==> src/rtl/mp64_tile_row_dma.sv <==
// Row DMA for the port-A side of mp64_sram_dp: streams 512b rows out as 64b beats, gathers beats into rows.
// Optional stall counter enabled by defining MP64_ROWDMA_STALL_CNT_EN.
module mp64_tile_row_dma #(
    parameter int ADDR_W_A = 4,
    parameter int DATA_W_A = 512,
    parameter int DATA_W_B = 64,
    parameter int CNT_W    = 5
) (
    input  logic                clk,
    input  logic                rst_n,
    input  logic                cmd_valid,
    output logic                cmd_ready,
    input  logic                cmd_write,
    input  logic [ADDR_W_A-1:0] cmd_row,
    input  logic [CNT_W-1:0]    cmd_count,
    output logic                busy,
    output logic                done,
    output logic                s_valid,
    input  logic                s_ready,
    output logic [DATA_W_B-1:0] s_data,
    output logic                s_last,
    input  logic                w_valid,
    output logic                w_ready,
    input  logic [DATA_W_B-1:0] w_data,
    output logic                a_ce,
    output logic                a_we,
    output logic [ADDR_W_A-1:0] a_addr,
    output logic [DATA_W_A-1:0] a_wdata,
    input  logic [DATA_W_A-1:0] a_rdata,
    output logic [15:0]         stall_cnt
);

    localparam int WORDS = DATA_W_A / DATA_W_B;
    localparam int IDX_W = (WORDS > 1) ? $clog2(WORDS) : 1;
    localparam logic [IDX_W-1:0] LAST_IDX = IDX_W'(WORDS - 1);

    localparam logic [2:0] S_IDLE      = 3'd0;
    localparam logic [2:0] S_RD_REQ    = 3'd1;
    localparam logic [2:0] S_RD_WAIT   = 3'd2;
    localparam logic [2:0] S_RD_SHIFT  = 3'd3;
    localparam logic [2:0] S_WR_FILL   = 3'd4;
    localparam logic [2:0] S_WR_COMMIT = 3'd5;
    localparam logic [2:0] S_DONE      = 3'd6;

    logic [2:0]                     r_state;
    logic [ADDR_W_A-1:0]            r_row;
    logic [CNT_W-1:0]               r_rem;
    logic [IDX_W-1:0]               r_idx;
    logic [WORDS-1:0][DATA_W_B-1:0] r_buf;

    logic w_cmd_acc;
    logic w_rd_hs;
    logic w_wr_hs;
    logic w_last_row;

    assign w_cmd_acc  = cmd_valid & cmd_ready;
    assign w_rd_hs    = s_valid & s_ready;
    assign w_wr_hs    = w_valid & w_ready;
    assign w_last_row = (r_rem == CNT_W'(1));

    always_ff @(posedge clk or negedge rst_n) begin
        if (!rst_n) begin
            r_state <= S_IDLE;
            r_row   <= '0;
            r_rem   <= '0;
            r_idx   <= '0;
            r_buf   <= '0;
        end else begin
            case (r_state)
                S_IDLE: begin
                    if (w_cmd_acc) begin
                        r_row <= cmd_row;
                        r_rem <= cmd_count;
                        r_idx <= '0;
                        if (cmd_count == '0)
                            r_state <= S_DONE;
                        else
                            r_state <= cmd_write ? S_WR_FILL : S_RD_REQ;
                    end
                end
                S_RD_REQ:  r_state <= S_RD_WAIT;
                // SRAM data is valid during this cycle, one cycle after the request edge
                S_RD_WAIT: begin
                    r_buf   <= a_rdata;
                    r_state <= S_RD_SHIFT;
                end
                S_RD_SHIFT: begin
                    if (w_rd_hs) begin
                        r_idx <= r_idx + 1'b1;
                        if (r_idx == LAST_IDX) begin
                            r_row   <= r_row + 1'b1;
                            r_rem   <= r_rem - 1'b1;
                            r_state <= w_last_row ? S_DONE : S_RD_REQ;
                        end
                    end
                end
                S_WR_FILL: begin
                    if (w_wr_hs) begin
                        r_buf[r_idx] <= w_data;
                        r_idx        <= r_idx + 1'b1;
                        if (r_idx == LAST_IDX)
                            r_state <= S_WR_COMMIT;
                    end
                end
                S_WR_COMMIT: begin
                    r_row   <= r_row + 1'b1;
                    r_rem   <= r_rem - 1'b1;
                    r_state <= w_last_row ? S_DONE : S_WR_FILL;
                end
                S_DONE:  r_state <= S_IDLE;
                default: r_state <= S_IDLE;
            endcase
        end
    end

    assign cmd_ready = (r_state == S_IDLE);
    assign busy      = (r_state != S_IDLE);
    assign done      = (r_state == S_DONE);
    assign s_valid   = (r_state == S_RD_SHIFT);
    assign s_data    = r_buf[r_idx];
    assign s_last    = s_valid & (r_idx == LAST_IDX) & w_last_row;
    assign w_ready   = (r_state == S_WR_FILL);
    assign a_ce      = (r_state == S_RD_REQ) | (r_state == S_WR_COMMIT);
    assign a_we      = (r_state == S_WR_COMMIT);
    assign a_addr    = r_row;
    assign a_wdata   = r_buf;

`ifdef MP64_ROWDMA_STALL_CNT_EN
    logic [15:0] r_stall;
    logic        w_stall;

    assign w_stall = (s_valid & ~s_ready) | (w_ready & ~w_valid);

    always_ff @(posedge clk or negedge rst_n) begin
        if (!rst_n)
            r_stall <= '0;
        else if (w_cmd_acc)
            r_stall <= '0;
        else if (w_stall && (r_stall != '1))
            r_stall <= r_stall + 1'b1;
    end

    assign stall_cnt = r_stall;
`else
    assign stall_cnt = '0;
`endif

endmodule
==> config.mk <==
export PLATFORM = sky130hd
export DESIGN_NAME = mp64_tile_row_dma
export DESIGN_NICKNAME = d
export VERILOG_FILES = /design/src/rtl/mp64_tile_row_dma.sv
export SDC_FILE = /design/constraint.sdc
export NUM_CORES = 1
export LEC_CHECK = 0
export CORE_AREA = 2 2 461 463
export CTS_BUF_LIST = sky130_fd_sc_hd__clkbuf_8
export DETAILED_ROUTE_END_ITERATION = 10
export DIE_AREA = 0 0 463 465
export PLACE_DENSITY_LB_ADDON = 0.15
export SYNTH_ARGS = -nofsm -noshare
export SYNTH_HDL_FRONTEND = slang
export SYNTH_SLANG_ARGS = --single-unit
export TNS_END_PERCENT = 30
==> constraint.sdc <==
create_clock -name clk -period 6.2 [get_ports clk]
set_clock_uncertainty 0.15 [all_clocks]
set_input_delay 1.24 -clock clk [delete_from_list [all_inputs] [get_ports clk]]
set_output_delay 1.24 -clock clk [all_outputs]
set_load 0.05 [all_outputs]
==> flow_summary.toml, run 1 <==
[status]
status = "completed"

[worst_setup_path]
arrival_ps = 4590
path_max_fanout = 27
crit_path_start_kind = "flop"
required_ps = 4810
worst-setup-path-type = "reg2out"
endpoint_kind = "output pin"

[power]
ir_drop_v = 0.000344
p_leak_nw = 16.6
p_per_area_mw_per_mm2 = 771
design_power_total_mw = 35.2

[place]
place_area_mm2 = 0.0430
dp_slack_ps = 680
gp_congestion = 0.829
port_buffers = 1178
hpwl_mm = 176
place_inst = 6238

[route]
vias = 30100
drt_wl_total_mm = 246
viasPerCell = 4.65
ant_nets = 0
drt_iter0_markers = 2337
drc = 0
dr.pass1.iters = 7
wl_per_cell_um = 38.1

[floorplanning]
ios = 1195
die_area_mm2 = 0.215
coreArea_mm2 = 0.211
fp.dieH_um = 465
initial_utilization = 0.134
rows = 169
die_w_um = 463

[finish]
nets = 4133
drive_gt1_frac = 0.160
final_cells = 6467
stdcell_area_mm2 = 0.0457
final_common_cell = "clkdlybuf4s50_1"
syn_to_final_growth_pct = 61.2
mostFrequentLayoutCells = "clkdlybuf4s50_1 (1,171), dfrtp_1 (524), o22ai_1 (515), a2bb2oi_1 (358), a2bb2oi_2 (161)"

[global_route]
antenna_found_initial = 61
grt_max_degree = 145
track_usage = 0.220
grt_pass1_vias = 31100
grt.overflow.total = 0
grt_pass1_wl_mm = 321

[synthesis]
synth_edf_count = 0
synthArstFlopShare = 1.00
synth_cells = 2487
ys_seq_elements = 527
synth.avg_cell_area_um2 = 11.4
synth-main-ff-cell = "dfrtp_1"
synth_seq_area_share = 0.465
yosysWarnings = 0
synth_cell_types = 61
syn_area_mm2 = 0.0283

[timing]
fin_crit_sh = 0.964
finalHoldViolations = 0
rsz0062_at_grt = "no"
finalWorstSetupSlack_ps = 224
slew_violations = 0
slew-limit-headroom = 0.264
tightestPinTransition_ps = 1100
max_clock_freq_ghz = 0.167
setup_viol = 0
finalSetupTns_ps = 0
min_period_ps = 5980

[clocking]
worstSkewPairLatency_ps = 880
clock_sinks = 527
cts_buffers = 116
clk_pin_slew_ps = 60
htreeDepth = 3
root_buffer = "clkbuf_8"
cts_hold_buffers = 0
tritoncts = "yes"
cts_max_path_buffers = 3

[flow_run]
drv_cap = 0

[worst_hold_path]
hp-class = "in2async"
-- cell type report --
cell class,count,area [um2]
Inverter,12,63.8
Sequential cell,527,13200
Tap cell,2821,3530
Timing Repair Buffer,1280,12900
Multi-Input combinational cell,1600,13400
Antenna cell,18,45.0
Clock buffer,155,2130
Clock inverter,54,434
Fill cell,23000,165000
-- layer usage --
| metal | vias up | part of all wire | track usage |
|---|---|---|---|
| li1 | 12200 | - | - |
| met1 | 15900 | 0.41 | 0.270 |
| met2 | 1594 | 0.48 | 0.367 |
| met3 | 344 | 0.077 | 0.0624 |
| met4 | 44 | 0.035 | 0.0792 |
| met5 | - | 0.0012 | 0 |
-- report_power, final --
| part | total (mW) | internal, mW | switching [mW] |
|---|---|---|---|
| Combinational | 23.0 | 7.95 | 15.1 |
| Sequential | 7.72 | 5.19 | 2.53 |
| Clock | 4.46 | 2.44 | 2.01 |
| Total | 35.2 | 15.6 | 19.6 |
-- through the flow --
step,hold slack [ps],utilization
6_report,246,0.217
5_1_grt,230,0.217
2_1_floorplan,369,-
4_1_cts,165,0.216
3_3_place_gp,377,0.204
3_5_place_dp,387,0.204
-- sequential cells by signal (all words and copies together), names as in the netlist --
| name | count |
|---|---|
| r_rem | 5 |
| r_idx | 3 |
| a_wdata | 512 |
| a_addr | 4 |
| r_state | 3 |
-- timing repair --
| action | in CTS | in global routing |
|---|---|---|
| setup endpoints to repair | 6 | 1 |
| gates cloned | 0 | 0 |
| buffers inserted | 0 | 2 |
| hold endpoints to repair | 0 | 0 |
| gates resized for setup | 6 | 0 |
| pin swaps | 0 | 1 |
-- critical path, stage by stage, from the launching register on --
cell,delay (ps)
dfrtp_4,840
buf_12,340
and3b_2,980
a22oi_1,270
o2111ai_1,290
clkdlybuf4s50_1,900
-- final timing paths --
path	end	slack, ps	startpoint	cells past startpoint
max	s_data[43]	220	r_idx[0]	5
min	a_wdata[460]	250	rst_n	1
max reg2reg	a_wdata[211]	2160	r_idx[0]	5
min reg2reg	a_wdata[336]	400	a_wdata[336]	1
max in group asynchronous	a_wdata[303]	4080	rst_n	2
min in group clk	a_wdata[336]	400	a_wdata[336]	1
-- synthesized netlist by cell type (4+ instances only) --
| master | n | share of area |
|---|---|---|
| a2bb2oi_2 | 161 | 0.085 |
| clkbuf_1 | 177 | 0.023 |
| mux4_2 | 20 | 0.016 |
| mux2_2 | 48 | 0.019 |
| a22o_1 | 10 | 0.0031 |
| nand2_1 | 40 | 0.0053 |
| nand2_2 | 5 | 0.0011 |
| buf_4 | 52 | 0.014 |
| o221ai_1 | 4 | 0.0012 |
| and2_1 | 8 | 0.0018 |
| nor3_1 | 4 | 0.00071 |
| a221o_1 | 14 | 0.0049 |
| o21ai_0 | 42 | 0.0074 |
| nor2_1 | 53 | 0.0070 |
| nor2_2 | 10 | 0.0022 |
| nand3_1 | 19 | 0.0034 |
| inv_1 | 11 | 0.0015 |
| a2bb2oi_1 | 358 | 0.11 |
| a211oi_1 | 33 | 0.0087 |
| nor2b_1 | 7 | 0.0015 |
| o22ai_1 | 515 | 0.11 |
| ha_1 | 5 | 0.0022 |
| buf_2 | 77 | 0.014 |
| a22oi_1 | 74 | 0.020 |
| buf_1 | 22 | 0.0029 |
| buf_6 | 35 | 0.014 |
| nor2_8 | 8 | 0.0057 |
| mux2i_1 | 50 | 0.018 |
| a221oi_1 | 34 | 0.011 |
| dfrtp_1 | 527 | 0.47 |
| a21oi_1 | 10 | 0.0018 |
| and2_0 | 7 | 0.0015 |
-- cells by family (layout without fill, tap and decap cells) --
| family | after synthesis | in the layout | share of synthesized area |
|---|---|---|---|
| XOR/XNOR | 1 | 1 | 0.000309 |
| AO/OA/AOI/OAI | 1269 | 1269 | 0.371 |
| AND/OR/NAND/NOR | 191 | 191 | 0.0390 |
| other | 1 | 34 | 0.000132 |
| buffers and inverters | 375 | 1501 | 0.0693 |
| flip-flops | 527 | 527 | 0.465 |
| adder cells (fa/ha/maj) | 5 | 5 | 0.00221 |
| multiplexers | 118 | 118 | 0.0526 |
(Power assumes the default switching activity.)
==> inputs of run 2 (changes only) <==
- CORE_AREA: 2 2 461 463 -> 2 2 470 472
- DIE_AREA: 0 0 463 465 -> 0 0 472 474
==> run 2 against run 1 <==
Compared with the run above:
- final area decreased by 0.20%
- clock-buffer cell count decreased by 12
- wire length increased by 1.0%
- critical path depth increased by 1
- global-route usage decreased by 0.63 points
- sequential share of layout area increased by 0.058 points
- flip-flop and latch count unchanged
- critical endpoint unchanged
- largest power group unchanged
==> flow_summary.toml, run 2 (synthesis gave the netlist of run 1 again) <==
[power]
swShare = 0.561
intPower_mw = 15.5
p_clk_frac = 0.122
ir_drop_v = 0.000351
design_power_total_mw = 35.2
p_leak_nw = 16.7
p_seq_frac = 0.220
switching_power_mw = 19.7
p_comb_frac = 0.659
p_per_area_mw_per_mm2 = 772

[finish]
largest_register_ffs = 512
final_common_cell = "clkdlybuf4s50_1"
syn_to_final_growth_pct = 60.9
nets = 4138
mostFrequentLayoutCells = "clkdlybuf4s50_1 (1,170), dfrtp_1 (524), o22ai_1 (515), a2bb2oi_1 (358), a2bb2oi_2 (161)"
drive_gt1_frac = 0.155

[clocking]
root_buffer = "clkbuf_8"
worstSkewPairLatency_ps = 890
clock_sinks = 527
cts_hold_buffers = 0
tritoncts = "yes"
cts_max_path_buffers = 3
cts_setup_buffers = 0
cts_resized = 1
clk_pin_slew_ps = 60
cts_buffers = 116
htreeDepth = 3

[route]
drt_wl_total_mm = 249
dr.pass1.iters = 7
drc = 0
vias = 30000
wl_per_cell_um = 38.2
drt_iter0_markers = 2275
viasPerCell = 4.61
ant_nets = 0

[worst_setup_path]
cpPeakStageDelay_ps = 950
required_ps = 4810
path_max_fanout = 33
arrival_ps = 4560
endpoint_kind = "output pin"
crit_path_start_kind = "flop"
worst-setup-path-type = "reg2out"
cp_cell_sequence = "buf_12 -> and3b_4 -> buf_4 -> a22oi_1 -> o2111ai_1 -> clkdlybuf4s50_1"
slowest_stage = "and3b_4"

[global_route]
top_usage_layer = "met2"
grt.overflow.total = 0
grt_max_degree = 128
grt_pass1_wl_mm = 322
track_usage = 0.214
antenna_found_initial = 46
grt_util_met2 = 0.364
use_met1 = 0.261
met3_usage = 0.0604
grt_pass1_vias = 31300

[timing]
tightestPinTransition_ps = 1240
slew_violations = 0
finalSetupTns_ps = 0
min_period_ps = 5950
max_clock_freq_ghz = 0.168
rsz0062_at_grt = "no"
finalWorstSetupSlack_ps = 246
slew-limit-headroom = 0.171
setup_viol = 0
finalHoldViolations = 0
fin_crit_sh = 0.960

[floorplanning]
fp.dieH_um = 474
coreArea_mm2 = 0.219
die_area_mm2 = 0.224
die_w_um = 472
rows = 172
initial_utilization = 0.130
ios = 1195

[status]
status = "completed"

[flow_run]
drv_cap = 0

[worst_hold_path]
hp-class = "in2async"

[place]
gp_congestion = 0.837
port_buffers = 1178
dp_slack_ps = 916
hpwl_mm = 180
==> run 2: cell count changes in the layout (fill, tap and decap cells not counted), moves of 2 or more <==
| cell | previous run | this run |
|---|---|---|
| diode_2 | 18 | 20 |
| inv_1 | 33 | 54 |
| mux2i_1 | 48 | 50 |
| clkinv_8 | 3 | 1 |
| mux2i_4 | 2 | 0 |
| clkinv_2 | 14 | 9 |
| clkbuf_8 | 155 | 143 |
| buf_4 | 83 | 90 |
| buf_12 | 25 | 23 |
| clkinvlp_4 | 6 | 1 |
==> run 2: per-layer routing <==
metal  up-vias  wire length [um]
li1      12200                 -
met1     15900            102000
met2      1609            120000
met3       321             18500
met4        32              7480
met5         -               207
==> run 2: stage by stage <==
| step | hold slack [ps] | instances | util | area (um2) |
|---|---|---|---|---|
| finish | 179 | 6522 | 0.209 | 45600 |
| global route | 113 | 6510 | 0.208 | 45600 |
| CTS | 99.7 | 6502 | 0.208 | 45600 |
| detailed placement | 382 | 6295 | 0.197 | 43100 |
| global placement | 371 | 6295 | 0.197 | 43100 |
| floorplan | 369 | 2502 | - | 28400 |
==> run 2: layout make-up <==
cell class | count | area, um2
multi-input cells | 1600 | 13400
inverters | 12 | 63.8
well taps | 2871 | 3590
diodes | 20 | 50.0
repair buffers | 1285 | 12900
flip-flops and latches | 527 | 13200
clock buffers | 143 | 1970
fillers | 24000 | 173000
clock inverters | 64 | 450
==> run 2: final timing paths <==
| path | from | endpoint | slack [ps] | cells after the start |
|---|---|---|---|---|
| max | r_idx[0] | s_data[43] | 250 | 6 |
| min | rst_n | a_wdata[204] | 180 | 1 |
| max reg2reg | r_state[0] | a_wdata[36] | 2180 | 6 |
| min reg2reg | a_addr[3] | a_addr[3] | 390 | 1 |
| max in group asynchronous | rst_n | a_wdata[336] | 4080 | 3 |
| min in group clk | a_addr[3] | a_addr[3] | 390 | 1 |
==> run 2: power groups by stage <==
stage	Sequential (mW)	Clock, mW	Combinational (mW)
finish	7.74	4.28	23.2
floorplan	12.2	0	8.55
global placement	7.84	0	23.4
detailed placement	7.77	0	23.4
global route	7.90	4.60	24.0
CTS	7.75	4.46	23.4
==> run 2: critical path, delay by kind of cell (launching register included) <==
kind            cells  cell delay [ps]
compound gates      2              400
buf+inv             3             1550
flops               1              610
simple gates        1              950
==> inputs of run 3 (changes only) <==
- ABC_CLOCK_PERIOD_IN_PS: unset -> 6200
- CAP_MARGIN: unset -> 30
- CTS_CLUSTER_DIAMETER: unset -> 120
==> run 3 against run 2 <==
Compared with the run above:
- global-route usage about the same
- fmax up 0.28%
- worst setup slack better by 17 ps
- total power down 0.65%
- sequential power about the same
- non-clock buffer count up 7
- final area down 0.12%
- core utilization about the same
- flip-flop and latch count unchanged
- via count down 0.47%
- register-to-register slack worse by 20 ps
- clock-buffer cell count down 7
- largest power group unchanged
- highest routed layer unchanged
==> flow_summary.toml, run 3 (synthesis gave the netlist of run 1 again) <==
[worst_setup_path]
cpPeakStageDelay_ps = 810
r2r_cells = 6
required_ps = 4810
cp-startpoint = "r_idx[0]"
slowest_stage = "nor2_4"
path_max_fanout = 15
r2r_start = "r_state[0]"
reg2reg_slack_ps = 2160
cp_cell_sequence = "inv_1 -> nor2_4 -> a221oi_1 -> o21ai_1 -> buf_4 -> clkdlybuf4s50_1"
endpoint_kind = "output pin"
worst-setup-path-type = "reg2out"
arrival_ps = 4550
crit_path_start_kind = "flop"

[timing]
max_clock_freq_ghz = 0.168
slew_violations = 0
rsz0062_at_grt = "no"
slew-limit-headroom = 0.259
finalHoldViolations = 0
min_period_ps = 5940
setup_viol = 0
fin_crit_sh = 0.958
finalSetupTns_ps = 0
tightestPinTransition_ps = 1110

[clocking]
cts_hold_buffers = 0
cts_buffers = 114
worstSkewPairLatency_ps = 880
tritoncts = "yes"
htreeDepth = 3
clock_sinks = 527
clk_pin_slew_ps = 60
root_buffer = "clkbuf_8"
cts_max_path_buffers = 3

[floorplanning]
ios = 1195
die_area_mm2 = 0.224
die_w_um = 472
initial_utilization = 0.130
coreArea_mm2 = 0.219
rows = 172
fp.dieH_um = 474

[place]
gp_congestion = 0.837
hpwl_mm = 181
port_buffers = 1178

[route]
drc = 0
vias = 29900
drt_wl_total_mm = 249
wl_per_cell_um = 38.2
ant_nets = 0
viasPerCell = 4.59
drt_iter0_markers = 2158
dr.pass1.iters = 5

[global_route]
grt_max_degree = 128
antenna_found_initial = 52
track_usage = 0.214
grt.overflow.total = 0
grt_pass1_wl_mm = 323
grt_pass1_vias = 31400

[worst_hold_path]
hp-class = "in2async"

[finish]
drive_gt1_frac = 0.153
mostFrequentLayoutCells = "clkdlybuf4s50_1 (1,170), dfrtp_1 (524), o22ai_1 (515), a2bb2oi_1 (358), a2bb2oi_2 (161)"
syn_to_final_growth_pct = 60.7
final_common_cell = "clkdlybuf4s50_1"
n_fill_cell = 24000
nets = 4143
multi_input_area_mm2 = 0.0134
largest_register_ffs = 512
seq_area_mm2 = 0.0132

[power]
p_per_area_mw_per_mm2 = 768
p_leak_nw = 16.6
ir_drop_v = 0.000353
design_power_total_mw = 35.0

[flow_run]
drv_cap = 0

[status]
status = "completed"
==> run 3: changes by cell type in the layout (fill, tap and decap cells not counted), sizes merged <==
cell and delta:
inv +3, clkbuf -7, buf +7, bufinv -4, clkinv -5
==> run 3: what timing repair did <==
item / CTS / global route
setup endpoints to repair: 1 / 1
gates resized for setup: 1 / 1
setup buffers: 0 / 0
==> run 3: final timing paths <==
check                               end
setup / recovery             s_data[42]
hold / removal             a_wdata[204]
setup reg to reg           a_wdata[393]
hold reg to reg               a_addr[3]
max in group asynchronous  a_wdata[146]
min in group clk              a_addr[3]
==> run 3: layer usage <==
layer,wire [um],share of wire,GRT usage,vias to the layer above
met3,19100,0.077,0.0637,329
met2,120000,0.48,0.361,1544
li1,-,-,-,12200
met1,102000,0.41,0.259,15800
met5,226,0.00091,0,-
met4,7900,0.032,0.0668,36
==> run 3: power by group <==
part / switching [mW] / internal, mW
logic: 15.2 / 8.04
registers: 2.56 / 5.19
clock network: 1.94 / 2.05
==> run 3: metrics by stage <==
step,util,setup slack (ps),cell area (um2),hold WS (ps),std cells
2_1_floorplan,-,2360,28400,369,2502
5_1_grt,0.208,66.6,45500,97.0,6506
3_3_place_gp,0.197,901,43100,371,6295
4_1_cts,0.208,14.4,45500,108,6496
6_report,0.208,263,45600,164,6516
3_5_place_dp,0.198,886,43300,382,6302
==> run 3: cell type report <==
| class | instances | share of cell area |
|---|---|---|
| Antenna cell | 20 | 0.00110 |
| Clock buffer | 136 | 0.0411 |
| Clock inverter | 58 | 0.00698 |
| Inverter | 12 | 0.00140 |
| Multi-Input combinational cell | 1600 | 0.294 |
| Sequential cell | 527 | 0.290 |
| Tap cell | 2871 | 0.0789 |
| Timing Repair Buffer | 1292 | 0.287 |
==> run 3: critical path: cells and delay by family (launching register included) <==
| kind | cells | cell delay, ps |
|---|---|---|
| AND/OR/NAND/NOR | 1 | 810 |
| AO/OA/AOI/OAI | 2 | 800 |
| buffers and inverters | 3 | 1390 |
| flip-flops | 1 | 630 |
